$ cat config.mk
export PLATFORM = sky130hd
export DESIGN_NAME = x86_insn_scanner_flat
export DESIGN_NICKNAME = d
export VERILOG_FILES = /design/src/rtl/x86_insn_scanner_if.sv /design/src/rtl/x86_insn_scanner.sv /design/src/flat_wrapper.sv
export SDC_FILE = /design/constraint.sdc
export NUM_CORES = 1
export LEC_CHECK = 0
export BUFFER_PORTS_ARGS = -buffer_cell sky130_fd_sc_hd__buf_2
export CAP_MARGIN = 20
export CORE_AREA = 2 2 117 119
export CTS_CLUSTER_DIAMETER = 200
export DETAILED_ROUTE_END_ITERATION = 16
export DIE_AREA = 0 0 119 121
export GPL_TIMING_DRIVEN = 0
export PLACE_DENSITY = 0.8
export SLEW_MARGIN = 20
export SYNTH_ARGS = -nofsm -noshare
export SYNTH_HDL_FRONTEND = slang
export SYNTH_SLANG_ARGS = --single-unit
$ cat constraint.sdc
create_clock -name clk -period 3.47 [get_ports clk]
set_input_delay 0.694 -clock clk [delete_from_list [all_inputs] [get_ports clk]]
set_output_delay 0.694 -clock clk [all_outputs]
set_load 0.02 [all_outputs]
$ cat src/rtl/x86_insn_scanner_if.sv
// x86_insn_scanner_if: byte input stream and per-instruction record output of the scanner.
// slave is the scanner side, master is the producer/consumer side.
interface x86_insn_scanner_if;
    logic       in_valid;
    logic [7:0] in_byte;
    logic       in_ready;
    logic       out_valid;
    logic       out_ready;
    logic [3:0] out_len;
    logic [7:0] out_opcode;
    logic       out_esc;
    logic [3:0] out_rex;
    logic [3:0] out_pfx;
    logic [7:0] out_modrm;
    logic       out_has_modrm;
    logic       out_err;
    modport slave (
        input  in_valid, in_byte, out_ready,
        output in_ready, out_valid, out_len, out_opcode, out_esc, out_rex, out_pfx,
               out_modrm, out_has_modrm, out_err
    );
    modport master (
        output in_valid, in_byte, out_ready,
        input  in_ready, out_valid, out_len, out_opcode, out_esc, out_rex, out_pfx,
               out_modrm, out_has_modrm, out_err
    );
endinterface

$ cat src/rtl/x86_insn_scanner.sv
// x86_insn_scanner: byte-serial x86-64 instruction boundary scanner emitting one record per instruction.
// Define INSN_LEN_LIMIT_EN to cut instructions at MAX_LEN bytes and flag them with out_err.
module x86_insn_scanner #(
    parameter int MAX_LEN = 15
) (
    input  logic                 clk,
    input  logic                 reset_n,
    input  logic                 flush,
    input  logic [255:0]         modrm_map,
    x86_insn_scanner_if.slave    bus
);
    typedef enum logic [2:0] {PFX, ESC, MODRM, SIB, DISP, IMM, EMIT} state_t;

    state_t     state, state_n;
    logic [3:0] len, len_n, rex, rex_n, pfx, pfx_n, icnt, icnt_n, pb, z;
    logic [7:0] op, op_n, modrm, modrm_n, b;
    logic [2:0] dcnt, dcnt_n, dsp;
    logic       esc, esc_n, has, has_n, err, err_n, clr;

    function automatic logic [3:0] imm_size(input logic [7:0] o, input logic w, input logic [3:0] zs);
        return (o < 8'h40 && o[2:0] == 3'd4) ? 4'd1 :
               (o < 8'h40 && o[2:0] == 3'd5) ? zs :
               (o inside {8'h6A, 8'h6B, [8'h70:8'h7F], 8'h80, 8'h83, 8'hA8, [8'hB0:8'hB7],
                          8'hC0, 8'hC1, 8'hC6, 8'hCD, [8'hE0:8'hE7], 8'hEB}) ? 4'd1 :
               (o inside {8'h68, 8'h69, 8'h81, 8'hA9, 8'hC7}) ? zs :
               (o inside {8'hE8, 8'hE9}) ? 4'd4 :
               (o[7:3] == 5'h17) ? (w ? 4'd8 : zs) :
               (o == 8'hC2) ? 4'd2 :
               (o == 8'hC8) ? 4'd3 : 4'd0;
    endfunction

    assign bus.in_ready      = (state != EMIT) || bus.out_ready;
    assign bus.out_valid     = (state == EMIT);
    assign bus.out_len       = len;
    assign bus.out_opcode    = op;
    assign bus.out_esc       = esc;
    assign bus.out_rex       = rex;
    assign bus.out_pfx       = pfx;
    assign bus.out_modrm     = modrm;
    assign bus.out_has_modrm = has;
    assign bus.out_err       = err;

    always_comb begin
        // A released record clears per-insn state so a byte in the same cycle starts afresh
        clr     = (state == EMIT) && bus.out_ready;
        state_n = clr ? PFX : state;
        len_n   = clr ? '0 : len;
        op_n    = clr ? '0 : op;
        esc_n   = clr ? 1'b0 : esc;
        rex_n   = clr ? '0 : rex;
        pfx_n   = clr ? '0 : pfx;
        modrm_n = clr ? '0 : modrm;
        has_n   = clr ? 1'b0 : has;
        dcnt_n  = clr ? '0 : dcnt;
        icnt_n  = clr ? '0 : icnt;
        err_n   = clr ? 1'b0 : err;
        b       = bus.in_byte;
        z       = pfx_n[3] ? 4'd2 : 4'd4;
        pb      = (b == 8'h66) ? 4'b1000 :
                  (b == 8'h67) ? 4'b0100 :
                  (b == 8'hF2 || b == 8'hF3) ? 4'b0010 :
                  (b inside {8'h26, 8'h2E, 8'h36, 8'h3E, 8'h64, 8'h65, 8'hF0}) ? 4'b0001 : 4'b0000;
        dsp     = (b[7:6] == 2'b01) ? 3'd1 :
                  (b[7:6] == 2'b10 || (b[7:6] == 2'b00 && b[2:0] == 3'd5)) ? 3'd4 : 3'd0;
        if (bus.in_valid && bus.in_ready) begin
            len_n = (len_n == 4'(MAX_LEN)) ? len_n : len_n + 4'd1;
            case (state_n)
                PFX: begin
                    if (pb != 4'd0) begin
                        pfx_n = pfx_n | pb;
                        rex_n = '0;
                    end else if (b[7:4] == 4'h4) begin
                        rex_n = b[3:0];
                    end else if (b == 8'h0F) begin
                        esc_n   = 1'b1;
                        state_n = ESC;
                    end else begin
                        op_n    = b;
                        icnt_n  = imm_size(b, rex_n[3], z);
                        state_n = modrm_map[b] ? MODRM : (icnt_n != 4'd0) ? IMM : EMIT;
                    end
                end
                ESC: begin
                    op_n    = b;
                    state_n = MODRM;
                end
                MODRM: begin
                    modrm_n = b;
                    has_n   = 1'b1;
                    dcnt_n  = dsp;
                    if (!esc_n && op_n[7:1] == 7'h7B)
                        icnt_n = (b[5:3] == 3'd0) ? (op_n[0] ? z : 4'd1) : 4'd0;
                    state_n = (b[2:0] == 3'd4 && b[7:6] != 2'b11) ? SIB :
                              (dcnt_n != 3'd0) ? DISP : (icnt_n != 4'd0) ? IMM : EMIT;
                end
                SIB: begin
                    if (modrm_n[7:6] == 2'b00 && b[2:0] == 3'd5)
                        dcnt_n = 3'd4;
                    state_n = (dcnt_n != 3'd0) ? DISP : (icnt_n != 4'd0) ? IMM : EMIT;
                end
                DISP: begin
                    dcnt_n  = dcnt_n - 3'd1;
                    state_n = (dcnt_n != 3'd0) ? DISP : (icnt_n != 4'd0) ? IMM : EMIT;
                end
                IMM: begin
                    icnt_n  = icnt_n - 4'd1;
                    state_n = (icnt_n != 4'd0) ? IMM : EMIT;
                end
                default: ;
            endcase
`ifdef INSN_LEN_LIMIT_EN
            if (state_n != EMIT && len_n == 4'(MAX_LEN)) begin
                state_n = EMIT;
                err_n   = 1'b1;
            end
`endif
        end
        if (flush) begin
            state_n = PFX;
            len_n   = '0;
            op_n    = '0;
            esc_n   = 1'b0;
            rex_n   = '0;
            pfx_n   = '0;
            modrm_n = '0;
            has_n   = 1'b0;
            dcnt_n  = '0;
            icnt_n  = '0;
            err_n   = 1'b0;
        end
    end

    always_ff @(posedge clk or negedge reset_n) begin
        if (!reset_n) begin
            state <= PFX;
            len   <= '0;
            op    <= '0;
            esc   <= 1'b0;
            rex   <= '0;
            pfx   <= '0;
            modrm <= '0;
            has   <= 1'b0;
            dcnt  <= '0;
            icnt  <= '0;
            err   <= 1'b0;
        end else begin
            state <= state_n;
            len   <= len_n;
            op    <= op_n;
            esc   <= esc_n;
            rex   <= rex_n;
            pfx   <= pfx_n;
            modrm <= modrm_n;
            has   <= has_n;
            dcnt  <= dcnt_n;
            icnt  <= icnt_n;
            err   <= err_n;
        end
    end
endmodule
$ cat src/flat_wrapper.sv
// flat-port wrapper written by rule: the top's interface ports become plain ports
module x86_insn_scanner_flat 
#(
    parameter int MAX_LEN = 15
)
  (clk, reset_n, flush, modrm_map, bus_in_valid, bus_in_byte, bus_out_ready, bus_in_ready, bus_out_valid, bus_out_len, bus_out_opcode, bus_out_esc, bus_out_rex, bus_out_pfx, bus_out_modrm, bus_out_has_modrm, bus_out_err);
  x86_insn_scanner_if bus_i ();
  input  logic clk;
  input  logic reset_n;
  input  logic flush;
  input  logic [255:0] modrm_map;
  input wire logic [$bits(bus_i.in_valid)-1:0] bus_in_valid;
  input wire logic [$bits(bus_i.in_byte)-1:0] bus_in_byte;
  input wire logic [$bits(bus_i.out_ready)-1:0] bus_out_ready;
  output wire logic [$bits(bus_i.in_ready)-1:0] bus_in_ready;
  output wire logic [$bits(bus_i.out_valid)-1:0] bus_out_valid;
  output wire logic [$bits(bus_i.out_len)-1:0] bus_out_len;
  output wire logic [$bits(bus_i.out_opcode)-1:0] bus_out_opcode;
  output wire logic [$bits(bus_i.out_esc)-1:0] bus_out_esc;
  output wire logic [$bits(bus_i.out_rex)-1:0] bus_out_rex;
  output wire logic [$bits(bus_i.out_pfx)-1:0] bus_out_pfx;
  output wire logic [$bits(bus_i.out_modrm)-1:0] bus_out_modrm;
  output wire logic [$bits(bus_i.out_has_modrm)-1:0] bus_out_has_modrm;
  output wire logic [$bits(bus_i.out_err)-1:0] bus_out_err;
  assign bus_i.in_valid = bus_in_valid;
  assign bus_i.in_byte = bus_in_byte;
  assign bus_i.out_ready = bus_out_ready;
  assign bus_in_ready = bus_i.in_ready;
  assign bus_out_valid = bus_i.out_valid;
  assign bus_out_len = bus_i.out_len;
  assign bus_out_opcode = bus_i.out_opcode;
  assign bus_out_esc = bus_i.out_esc;
  assign bus_out_rex = bus_i.out_rex;
  assign bus_out_pfx = bus_i.out_pfx;
  assign bus_out_modrm = bus_i.out_modrm;
  assign bus_out_has_modrm = bus_i.out_has_modrm;
  assign bus_out_err = bus_i.out_err;
  x86_insn_scanner #(.MAX_LEN(MAX_LEN)) u_core (.clk(clk), .reset_n(reset_n), .flush(flush), .modrm_map(modrm_map), .bus(bus_i));
endmodule
==> flow_metrics.env, run 1 <==
export IMPL_synth_top_area_cell="mux4_2"
export IMPL_synth_top_area_share_pct=25.3
export IMPL_drc=0
export IMPL_postSynthCellCount=588
export IMPL_pwr_density_cell_nw_per_um2=380
export IMPL_root_buffer="clkbuf_16"
export IMPL_overflow=0
export IMPL_netlist_area_sq_um=5250
export IMPL_finalSetupTns_ps=0
export IMPL_rows=42
export IMPL_drv_cap=0
export IMPL_synth_edf_count=0
export IMPL_clockBufferDepth=2
export IMPL_cp_max_fo=10
export IMPL_ys_warn_count=0
export IMPL_synthArstFlopShare_pct=100
export IMPL_synth_seq_cells=40
export IMPL_r2r_end="u_core.state[1]"
export IMPL_finalClockSkew_ps=7.35
export IMPL_cp_end_kind="register"
export IMPL_fin_crit_ps=3330
export IMPL_avgSynthCellArea_sq_um=8.93
export IMPL_crit_path_start_kind="register"
export IMPL_via_per_inst=6.26
export IMPL_ir_drop_uv=276
export IMPL_hold_violations=0
export IMPL_grt_pass1_vias=6577
export IMPL_min_from="u_core.bus.out_has_modrm"
export IMPL_p_leak_nw=3.25
export IMPL_clk_pin_slew_worst_paths_ps=60
export IMPL_port_buffers=296
export IMPL_cts_hold_fix_buffers=0
export IMPL_netlist_top_cells_area="mux4_2, dfrtp_1, nand2_1, a21oi_1, mux2i_1"
export IMPL_finalWirelength_um=24400
export IMPL_synth_seq_area_share_pct=19.1
export IMPL_yosys_cell_types_count=75
export IMPL_cts_sinks=40
export IMPL_gp_congestion=1.02
export IMPL_rsz0062_at_grt="no"
export IMPL_drv_slew=0
export IMPL_cts_buffers=5
export IMPL_synthTopCellsByCount="nand2_1, mux4_2, nor2_1"
export IMPL_slowest_delay_ps=400
export IMPL_dp_hpwl_um=19600
export IMPL_grt_max_degree=41
export IMPL_first_iter_violations=1087
export IMPL_status="complete, no violations"
export IMPL_die_x_um=119
export IMPL_clk_latency_ps=290
export IMPL_ys_flop_type="dfrtp_1"
export IMPL_cts_tree="done"
export IMPL_setup_viol=0
export IMPL_io_pins=302
export IMPL_htreeDepth=2
export IMPL_yosysMostFrequentCell="nand2_1"
export IMPL_start_util_pct=40.1
export IMPL_first_pass_iters=6
export IMPL_syn2layout_area_growth_pct=35.8
export IMPL_whs_ps=527
export IMPL_crit_chain="clkbuf_1 > nand4b_1 > clkbuf_1 > clkbuf_2 > clkbuf_2 > nand2_1 > ha_1 > xnor2_1 > o22ai_1 > a32oi_1 > nand3_1 > o21a_1"
export IMPL_worstPathRequired_ps=3650
export IMPL_max_slew_worst_pin_slew_ps=960
export IMPL_ant_nets=0
export IMPL_num_vias=6682
export IMPL_layout_nets=1166
export IMPL_cp_slowest_cell="dfrtp_1"
export IMPL_core_area_sq_um=13100
export IMPL_wl_per_cell_um=22.9
export IMPL_chipHeight_um=121
export IMPL_r2r_start="u_core.state[2]"
export IMPL_grt_total_usage_pct=32.7
export IMPL_arrival_ps=3510
export IMPL_hold_depth=2
export IMPL_hold_end="u_core.bus.out_has_modrm"
export IMPL_drive_above_1_share_pct=45.3
export IMPL_finalCritPeriodShare_pct=96.1
export IMPL_grt_pass1_wl_um=36100
export IMPL_power_total_mw=2.71
export IMPL_min_path_type="reg -> reg"
export IMPL_worst_r2r_cell_count=12
export IMPL_syn_num_nets=863
export IMPL_relSlewSlack_pct=36.0
export IMPL_die_area_sq_um=14400
export IMPL_diodes=0
export IMPL_crit_type="reg -> reg"
export IMPL_max_freq_mhz=300
export IMPL_antenna_found_initial=2
export IMPL_reg2reg_slack_ps=140
-- stage by stage --
| stage | cells | instance area, sq um | utilization [%] | setup WS, ps |
|---|---|---|---|---|
| floorplan | 588 | 5250 | - | 642 |
| global placement | 1060 | 6950 | 53.1 | -246 |
| detailed placement | 1060 | 6950 | 53.1 | -266 |
| CTS | 1068 | 7120 | 54.4 | 87.4 |
| global route | 1068 | 7130 | 54.5 | 4.95 |
| finish | 1068 | 7130 | 54.5 | 137 |
-- layout make-up --
class	count	area, sq um
fill	1234	5960
inverter	13	48.8
clock inverter	3	47.5
clock buffer	5	125
buffer	56	293
timing repair buffer	296	1480
multi-input combinational	479	3910
sequential	40	1000
tap	176	220
-- cell families (layout without fill, tap and decap cells) --
logic type                 after synthesis  after routing  share of synthesized area [%]
and+or+nand+nor                        218            218                           20.7
AOI/OAI and AO/OA                      161            161                           20.4
muxes                                   86             86                           30.7
buffers and inverters                   69            373                           6.46
DFF                                     40             40                           19.1
xor gates and xnor gates                 7              7                           1.17
adders and majority gates                6              6                           1.43
other                                    1              1                         0.0714
-- registers in the layout (all words and copies together), names as in the netlist, 3 cells and up --
signal,count
u_core.bus.out_len,4
u_core.icnt,4
u_core.dcnt,3
u_core.bus.out_rex,4
u_core.bus.out_pfx,4
u_core.state,3
u_core.bus.out_opcode,8
u_core.bus.out_modrm,8
-- routing by layer --
metal | part of all wire (%) | track usage [%]
met1 | 38 | 41.3
met2 | 47 | 54.4
met3 | 12 | 9.16
met4 | 3.4 | 10.6
met5 | 0 | 0
-- layout by cell type (no fill, tap or decap), types with 11 or more instances in the layout --
master and count:
clkbuf_1 27, mux2i_1 17, buf_2 311, a22oi_1 17
nand3_1 25, nor3_1 16, mux4_2 59, a21oi_1 42
dfrtp_1 40, inv_1 11, o21ai_0 24, nor2_1 43
nand2_1 71
-- how the worst max path moves through the flow --
stage / from / end / slack, ps
2_1_floorplan: bus_out_ready / u_core.state[1] / 640
3_3_place_gp: bus_out_ready / u_core.state[1] / -250
3_5_place_dp: bus_out_ready / u_core.state[1] / -270
4_1_cts: u_core.state[2] / u_core.state[1] / 90
5_1_grt: u_core.state[2] / u_core.state[1] / 5
6_report: u_core.state[2] / u_core.state[1] / 140
-- power breakdown --
part	leakage [nW]	switching (mW)	internal, mW	total [mW]
Sequential	0.549	0.0785	0.546	0.624
Clock	0.0840	0.205	0.342	0.547
Combinational	2.62	0.930	0.610	1.54
-- worst max-delay path: cells and delay by family, from the launching register on --
family,cells,cell delay [ps]
AOI/OAI and AO/OA,3,610
xor gates and xnor gates,1,170
adders and majority gates,1,230
buffers and inverters,4,1270
DFF,1,400
and+or+nand+nor,3,530
-- repair_timing --
action,CTS,global route
setup buffers,0,0
resized for setup,1,2
setup endpoints to repair,2,2
No activity file was read; power rests on OpenSTA's default activity.
==> run 2: changes to the inputs <==
--- a/config.mk
+++ b/config.mk
@@ -7,12 +7,16 @@
 export LEC_CHECK = 0
 export BUFFER_PORTS_ARGS = -buffer_cell sky130_fd_sc_hd__buf_2
 export CAP_MARGIN = 20
-export CORE_AREA = 2 2 117 119
+export CELL_PAD_IN_SITES_DETAIL_PLACEMENT = 0
+export CELL_PAD_IN_SITES_GLOBAL_PLACEMENT = 2
+export CORE_ASPECT_RATIO = 1.75
+export CORE_UTILIZATION = 25
+export CTS_BUF_LIST = sky130_fd_sc_hd__clkbuf_4
 export CTS_CLUSTER_DIAMETER = 200
 export DETAILED_ROUTE_END_ITERATION = 16
-export DIE_AREA = 0 0 119 121
 export GPL_TIMING_DRIVEN = 0
-export PLACE_DENSITY = 0.8
+export PLACE_DENSITY = 0.9
+export SKIP_LAST_GASP = 1
 export SLEW_MARGIN = 20
 export SYNTH_ARGS = -nofsm -noshare
 export SYNTH_HDL_FRONTEND = slang
==> run 2 against run 1 <==
Compared with the run above: largest power group unchanged; combinational power about the same; critical path type unchanged; non-clock buffer count unchanged; core utilization decreased by 20 points; the run now ends with design-rule violations left; largest cell class unchanged; power decreased by 7.4%.
==> flow_metrics.env, run 2 (same netlist as run 1, synthesis figures left out) <==
export IMPL_status="finished, violations left"
export IMPL_violations="design-rule violations"
export IMPL_min_path_type="in -> async"
export IMPL_cp_startpoint="u_core.state[2]"
export IMPL_finalCritPeriodShare_pct=91.9
export IMPL_cp_max_fo=10
export IMPL_grt_pass1_wl_um=40300
export IMPL_num_vias=6468
export IMPL_io_pins=302
export IMPL_grt_total_usage_pct=24.8
export IMPL_hold_violations=0
export IMPL_cp_end_kind="register"
export IMPL_port_buffers=296
export IMPL_rsz0062_at_grt="no"
export IMPL_cts_sinks=40
export IMPL_wl_per_cell_um=23.7
export IMPL_ir_drop_uv=203
export IMPL_overflow=0
export IMPL_place_ws_ps=-519
export IMPL_layout_nets=1166
export IMPL_grt_use_met3_pct=2.84
export IMPL_via_per_inst=5.67
export IMPL_grt_pass1_vias=6848
export IMPL_max_freq_mhz=313
export IMPL_relSlewSlack_pct=35.2
export IMPL_gp_congestion=0.958
export IMPL_cts_post_setup_buffers_inserted=0
export IMPL_crit_type="reg -> reg"
export IMPL_clk_pin_slew_worst_paths_ps=140
export IMPL_grt_use_met1_pct=25.3
export IMPL_syn2layout_area_growth_pct=35.8
export IMPL_grt_max_degree=41
export IMPL_arrival_ps=3470
export IMPL_first_pass_iters=11
export IMPL_crit_path_start_kind="register"
export IMPL_dp_hpwl_um=22600
export IMPL_first_iter_violations=400
export IMPL_max_slew_worst_pin_slew_ps=972
export IMPL_pwr_density_cell_nw_per_um2=352
export IMPL_die_x_um=112
export IMPL_root_buffer="clkbuf_4"
export IMPL_cts_hold_fix_buffers=0
export IMPL_drv_slew=0
export IMPL_drive_above_1_share_pct=45.3
export IMPL_clk_latency_ps=380
export IMPL_core_area_sq_um=20500
export IMPL_antenna_found_initial=1
export IMPL_cts_tree="done"
export IMPL_worstPathRequired_ps=3750
export IMPL_gr_usage_met2_pct=48.7
export IMPL_ant_nets=0
export IMPL_start_util_pct=25.7
export IMPL_fin_crit_ps=3190
export IMPL_finalSetupTns_ps=0
export IMPL_drc=4
export IMPL_final_common_cell="buf_2"
export IMPL_p_leak_nw=3.21
export IMPL_drv_cap=0
export IMPL_htreeDepth=2
export IMPL_worst_slack_ps=280
export IMPL_finalClockSkew_ps=19.6
export IMPL_clockBufferDepth=2
export IMPL_setup_viol=0
export IMPL_mostFrequentLayoutCells="buf_2, nand2_1, mux4_2, nor2_1, a21oi_1"
export IMPL_finalWirelength_um=27100
export IMPL_grt_busiest_layer="met2"
export IMPL_r2r_start="u_core.state[2]"
export IMPL_cts_buffers=5
export IMPL_rows=69
export IMPL_chipHeight_um=194
export IMPL_die_area_sq_um=21600
run 2: changes by cell type in the layout (fill, tap and decap cells not counted), sizes merged:
cell   before  now
diode       0    1
run 2: per-layer routing:
metal	wire length, um	part of all wire, %
met1	9230	34
met4	1270	4.7
met2	15100	56
met3	1430	5.3
met5	0	0
run 2: layout make-up:
class | instances | area [sq um]
diodes | 1 | 2.50
plain buffers | 56 | 294
clock buffers | 5 | 37.5
clock inverters | 3 | 42.5
fillers | 2164 | 13300
inverters | 13 | 48.8
multi-input cells | 479 | 3910
flip-flops and latches | 40 | 1000
well taps | 248 | 310
repair buffers | 296 | 1480
run 2: worst max-delay path: stages, from the launching register on:
cell,delay [ps]
dfrtp_1,410
clkbuf_1,190
nand4b_1,300
clkbuf_2,330
clkbuf_2,320
clkbuf_2,310
nand2_1,130
ha_1,250
xnor2_1,170
o22ai_1,140
a32oi_1,240
nand3_1,100
o21a_1,210
run 2: worst paths after layout:
check,slack [ps],depth (start not counted),end
max,280,12,u_core.state[1]
min,450,1,u_core.bus.out_len[2]
max reg2reg,280,12,u_core.state[1]
min reg2reg,540,2,u_core.bus.out_has_modrm
max in group asynchronous,2410,1,u_core.bus.out_opcode[7]
min in group clk,540,2,u_core.bus.out_has_modrm
run 2: timing repair:
item                                    4_1_cts  5_1_grt
resized for setup                             2        2
endpoints found under the setup margin        2        2
pin swaps                                     0        0
run 2: through the flow:
stage / cell area (sq um) / hold slack, ps / std cells / utilization, % / total power [mW]
after floorplan: 5250 / 398 / 588 / - / 1.60
after global placement: 7040 / 515 / 1132 / 34.4 / 2.16
after detailed placement: 7040 / 528 / 1132 / 34.4 / 2.17
after CTS: 7120 / 475 / 1140 / 34.8 / 2.50
after global routing: 7130 / 508 / 1141 / 34.8 / 2.67
final: 7130 / 446 / 1141 / 34.8 / 2.51
run 2: power by group:
group	internal, mW	switching, mW	total (mW)
Combinational	0.610	0.941	1.55
Sequential	0.545	0.0843	0.629
Clock	0.151	0.178	0.329
Total	1.31	1.20	2.51
==> run 3: changes to the inputs <==
--- a/config.mk
+++ b/config.mk
@@ -16,6 +16,7 @@
 export DETAILED_ROUTE_END_ITERATION = 16
 export GPL_TIMING_DRIVEN = 0
 export PLACE_DENSITY = 0.9
+export RECOVER_POWER = 100
 export SKIP_LAST_GASP = 1
 export SLEW_MARGIN = 20
 export SYNTH_ARGS = -nofsm -noshare
==> run 3 against run 2 <==
Compared with the run above: the run ends with design-rule violations, max-capacitance violations, max-slew violations left; worst setup slack lost 27 ps; cell area shrank 0.60%; critical path depth is the same.
==> flow_metrics.env, run 3 (same netlist as run 1, synthesis figures left out) <==
export IMPL_cp_end_kind="register"
export IMPL_chipHeight_um=194
export IMPL_worst_path_stages=12
export IMPL_status="finished, violations left"
export IMPL_slowest_delay_ps=410
export IMPL_start_util_pct=25.7
export IMPL_clk_pin_slew_worst_paths_ps=140
export IMPL_grt_pass1_wl_um=40300
export IMPL_seqCellArea_sq_um=1000
export IMPL_finalClockSkew_ps=18.6
export IMPL_clockBufferDepth=2
export IMPL_min_path_type="reg -> reg"
export IMPL_r2r_end="u_core.state[1]"
export IMPL_core_area_sq_um=20500
export IMPL_relSlewSlack_pct=-55.1
export IMPL_worst_r2r_cell_count=12
export IMPL_first_iter_violations=369
export IMPL_crit_type="reg -> reg"
export IMPL_worstPathRequired_ps=3760
export IMPL_cts_sinks=40
export IMPL_hold_violations=0
export IMPL_drive_above_1_share_pct=41.5
export IMPL_fill_cells=2180
export IMPL_io_pins=302
export IMPL_cp_num_buf_inv=4
export IMPL_pwr_density_cell_nw_per_um2=353
export IMPL_ant_nets=0
export IMPL_arrival_ps=3500
export IMPL_cpMostUsedCell="clkbuf_2"
export IMPL_finalSetupTns_ps=0
export IMPL_setup_viol=0
export IMPL_final_common_cell="buf_2"
export IMPL_mostFrequentLayoutCells="buf_2, nand2_1, clkbuf_1, mux4_2, nor2_1"
export IMPL_grt_busiest_layer="met2"
export IMPL_r2r_start="u_core.state[2]"
export IMPL_grt_use_met1_pct=25.3
export IMPL_cts_tree="done"
export IMPL_finalWirelength_um=27200
export IMPL_max_freq_mhz=311
export IMPL_fin_crit_ps=3220
export IMPL_overflow=0
export IMPL_die_x_um=112
export IMPL_reg2reg_slack_ps=250
export IMPL_place_ws_ps=-519
export IMPL_first_pass_iters=11
export IMPL_ir_drop_uv=202
export IMPL_layout_nets=1166
export IMPL_violations="design-rule violations, max-capacitance violations, max-slew violations"
export IMPL_crit_path_start_kind="register"
export IMPL_max_slew_worst_pin_slew_ps=2330
export IMPL_die_area_sq_um=21600
export IMPL_p_leak_nw=3.08
export IMPL_drv_cap=1
export IMPL_via_per_inst=5.65
export IMPL_drv_slew=41
export IMPL_antenna_found_initial=1
export IMPL_syn2layout_area_growth_pct=35.0
export IMPL_dp_hpwl_um=22600
export IMPL_rows=69
export IMPL_port_buffers=296
export IMPL_cts_post_setup_buffers_inserted=0
export IMPL_grt_use_met3_pct=2.84
export IMPL_root_buffer="clkbuf_4"
export IMPL_num_vias=6441
export IMPL_cts_buffers=5
export IMPL_multi_input_area_sq_um=3910
export IMPL_gp_congestion=0.958
export IMPL_cp_startpoint="u_core.state[2]"
export IMPL_cp_endpoint="u_core.state[1]"
export IMPL_path_delay_family="buffers and inverters"
export IMPL_htreeDepth=2
export IMPL_grt_pass1_vias=6848
export IMPL_worst_slack_ps=253
export IMPL_gr_usage_met2_pct=48.7
export IMPL_grt_total_usage_pct=24.8
export IMPL_drc=4
export IMPL_cp_slowest_cell="dfrtp_1"
export IMPL_clk_latency_ps=380
export IMPL_rsz0062_at_grt="no"
export IMPL_grt_max_degree=41
export IMPL_crit_chain="clkbuf_1 > nand4b_1 > clkbuf_2 > clkbuf_2 > clkbuf_2 > nand2_1 > ha_1 > xnor2_1 > o22ai_1 > a32oi_1 > nand3_1 > o21a_1"
export IMPL_wl_per_cell_um=23.8
export IMPL_cp_max_fo=10
export IMPL_finalCritPeriodShare_pct=92.7
==> run 3: cell count changes in the layout (fill, tap and decap cells not counted) <==
cell / previous run / this run
buf_2: 311 / 275
clkbuf_1: 26 / 61
clkbuf_2: 3 / 5
o21ai_0: 24 / 26
o21ai_1: 7 / 5
and2_0: 0 / 1
and2_1: 7 / 6
buf_1: 4 / 3
==> run 3: final cells by class <==
| class | instances | area share, % |
|---|---|---|
| well taps | 248 | 4.38 |
| inverters | 13 | 0.689 |
| clock inverters | 3 | 0.600 |
| repair buffers | 296 | 20.3 |
| plain buffers | 56 | 4.15 |
| flip-flops and latches | 40 | 14.1 |
| multi-input cells | 479 | 55.2 |
| diodes | 1 | 0.0353 |
| clock buffers | 5 | 0.530 |
==> run 3: tightest hold or removal path, stage by stage (launching register included) <==
cell and delay [ps]:
dfrtp_1 410, nand2_1 60, a21oi_1 60
==> run 3: timing repair <==
item                       4_1_cts  5_1_grt
gates resized for setup          2        2
hold buffers                     0        0
hold endpoints to repair         0        0
setup endpoints to repair        2        2
==> run 3: worst min-delay path by stage <==
stage | from | to | slack (ps) | cells after the start
after floorplan | reset_n | u_core.bus.out_esc | 400 | 0
after detailed placement | u_core.bus.out_modrm[0] | u_core.bus.out_modrm[0] | 530 | 2
after global placement | u_core.bus.out_pfx[0] | u_core.bus.out_pfx[0] | 510 | 2
final | u_core.bus.out_pfx[0] | u_core.bus.out_pfx[0] | 550 | 2
after CTS | reset_n | u_core.bus.out_len[2] | 470 | 1
after global routing | u_core.bus.out_pfx[0] | u_core.bus.out_pfx[0] | 570 | 2
==> run 3: power breakdown <==
| group | internal [mW] | switching (mW) |
|---|---|---|
| Sequential | 0.545 | 0.0872 |
| Combinational | 0.595 | 0.940 |
| Clock | 0.151 | 0.181 |
| Total | 1.29 | 1.21 |
==> run 3: metrics by stage <==
| stage | std cells | instance area (sq um) | total power, mW | hold slack (ps) | util, % |
|---|---|---|---|---|---|
| after floorplan | 588 | 5250 | 1.60 | 398 | - |
| after detailed placement | 1132 | 7040 | 2.17 | 528 | 34.4 |
| after global placement | 1132 | 7040 | 2.16 | 515 | 34.4 |
| after global routing | 1141 | 7080 | 2.65 | 574 | 34.6 |
| final | 1141 | 7080 | 2.50 | 546 | 34.6 |
| after CTS | 1140 | 7120 | 2.50 | 475 | 34.8 |
==> run 3: per-layer routing <==
layer	part of all wire (%)	vias to the layer above
li1	-	2913
met1	34	3088
met2	56	370
met3	5.7	70
met4	4.5	0
met5	0	-
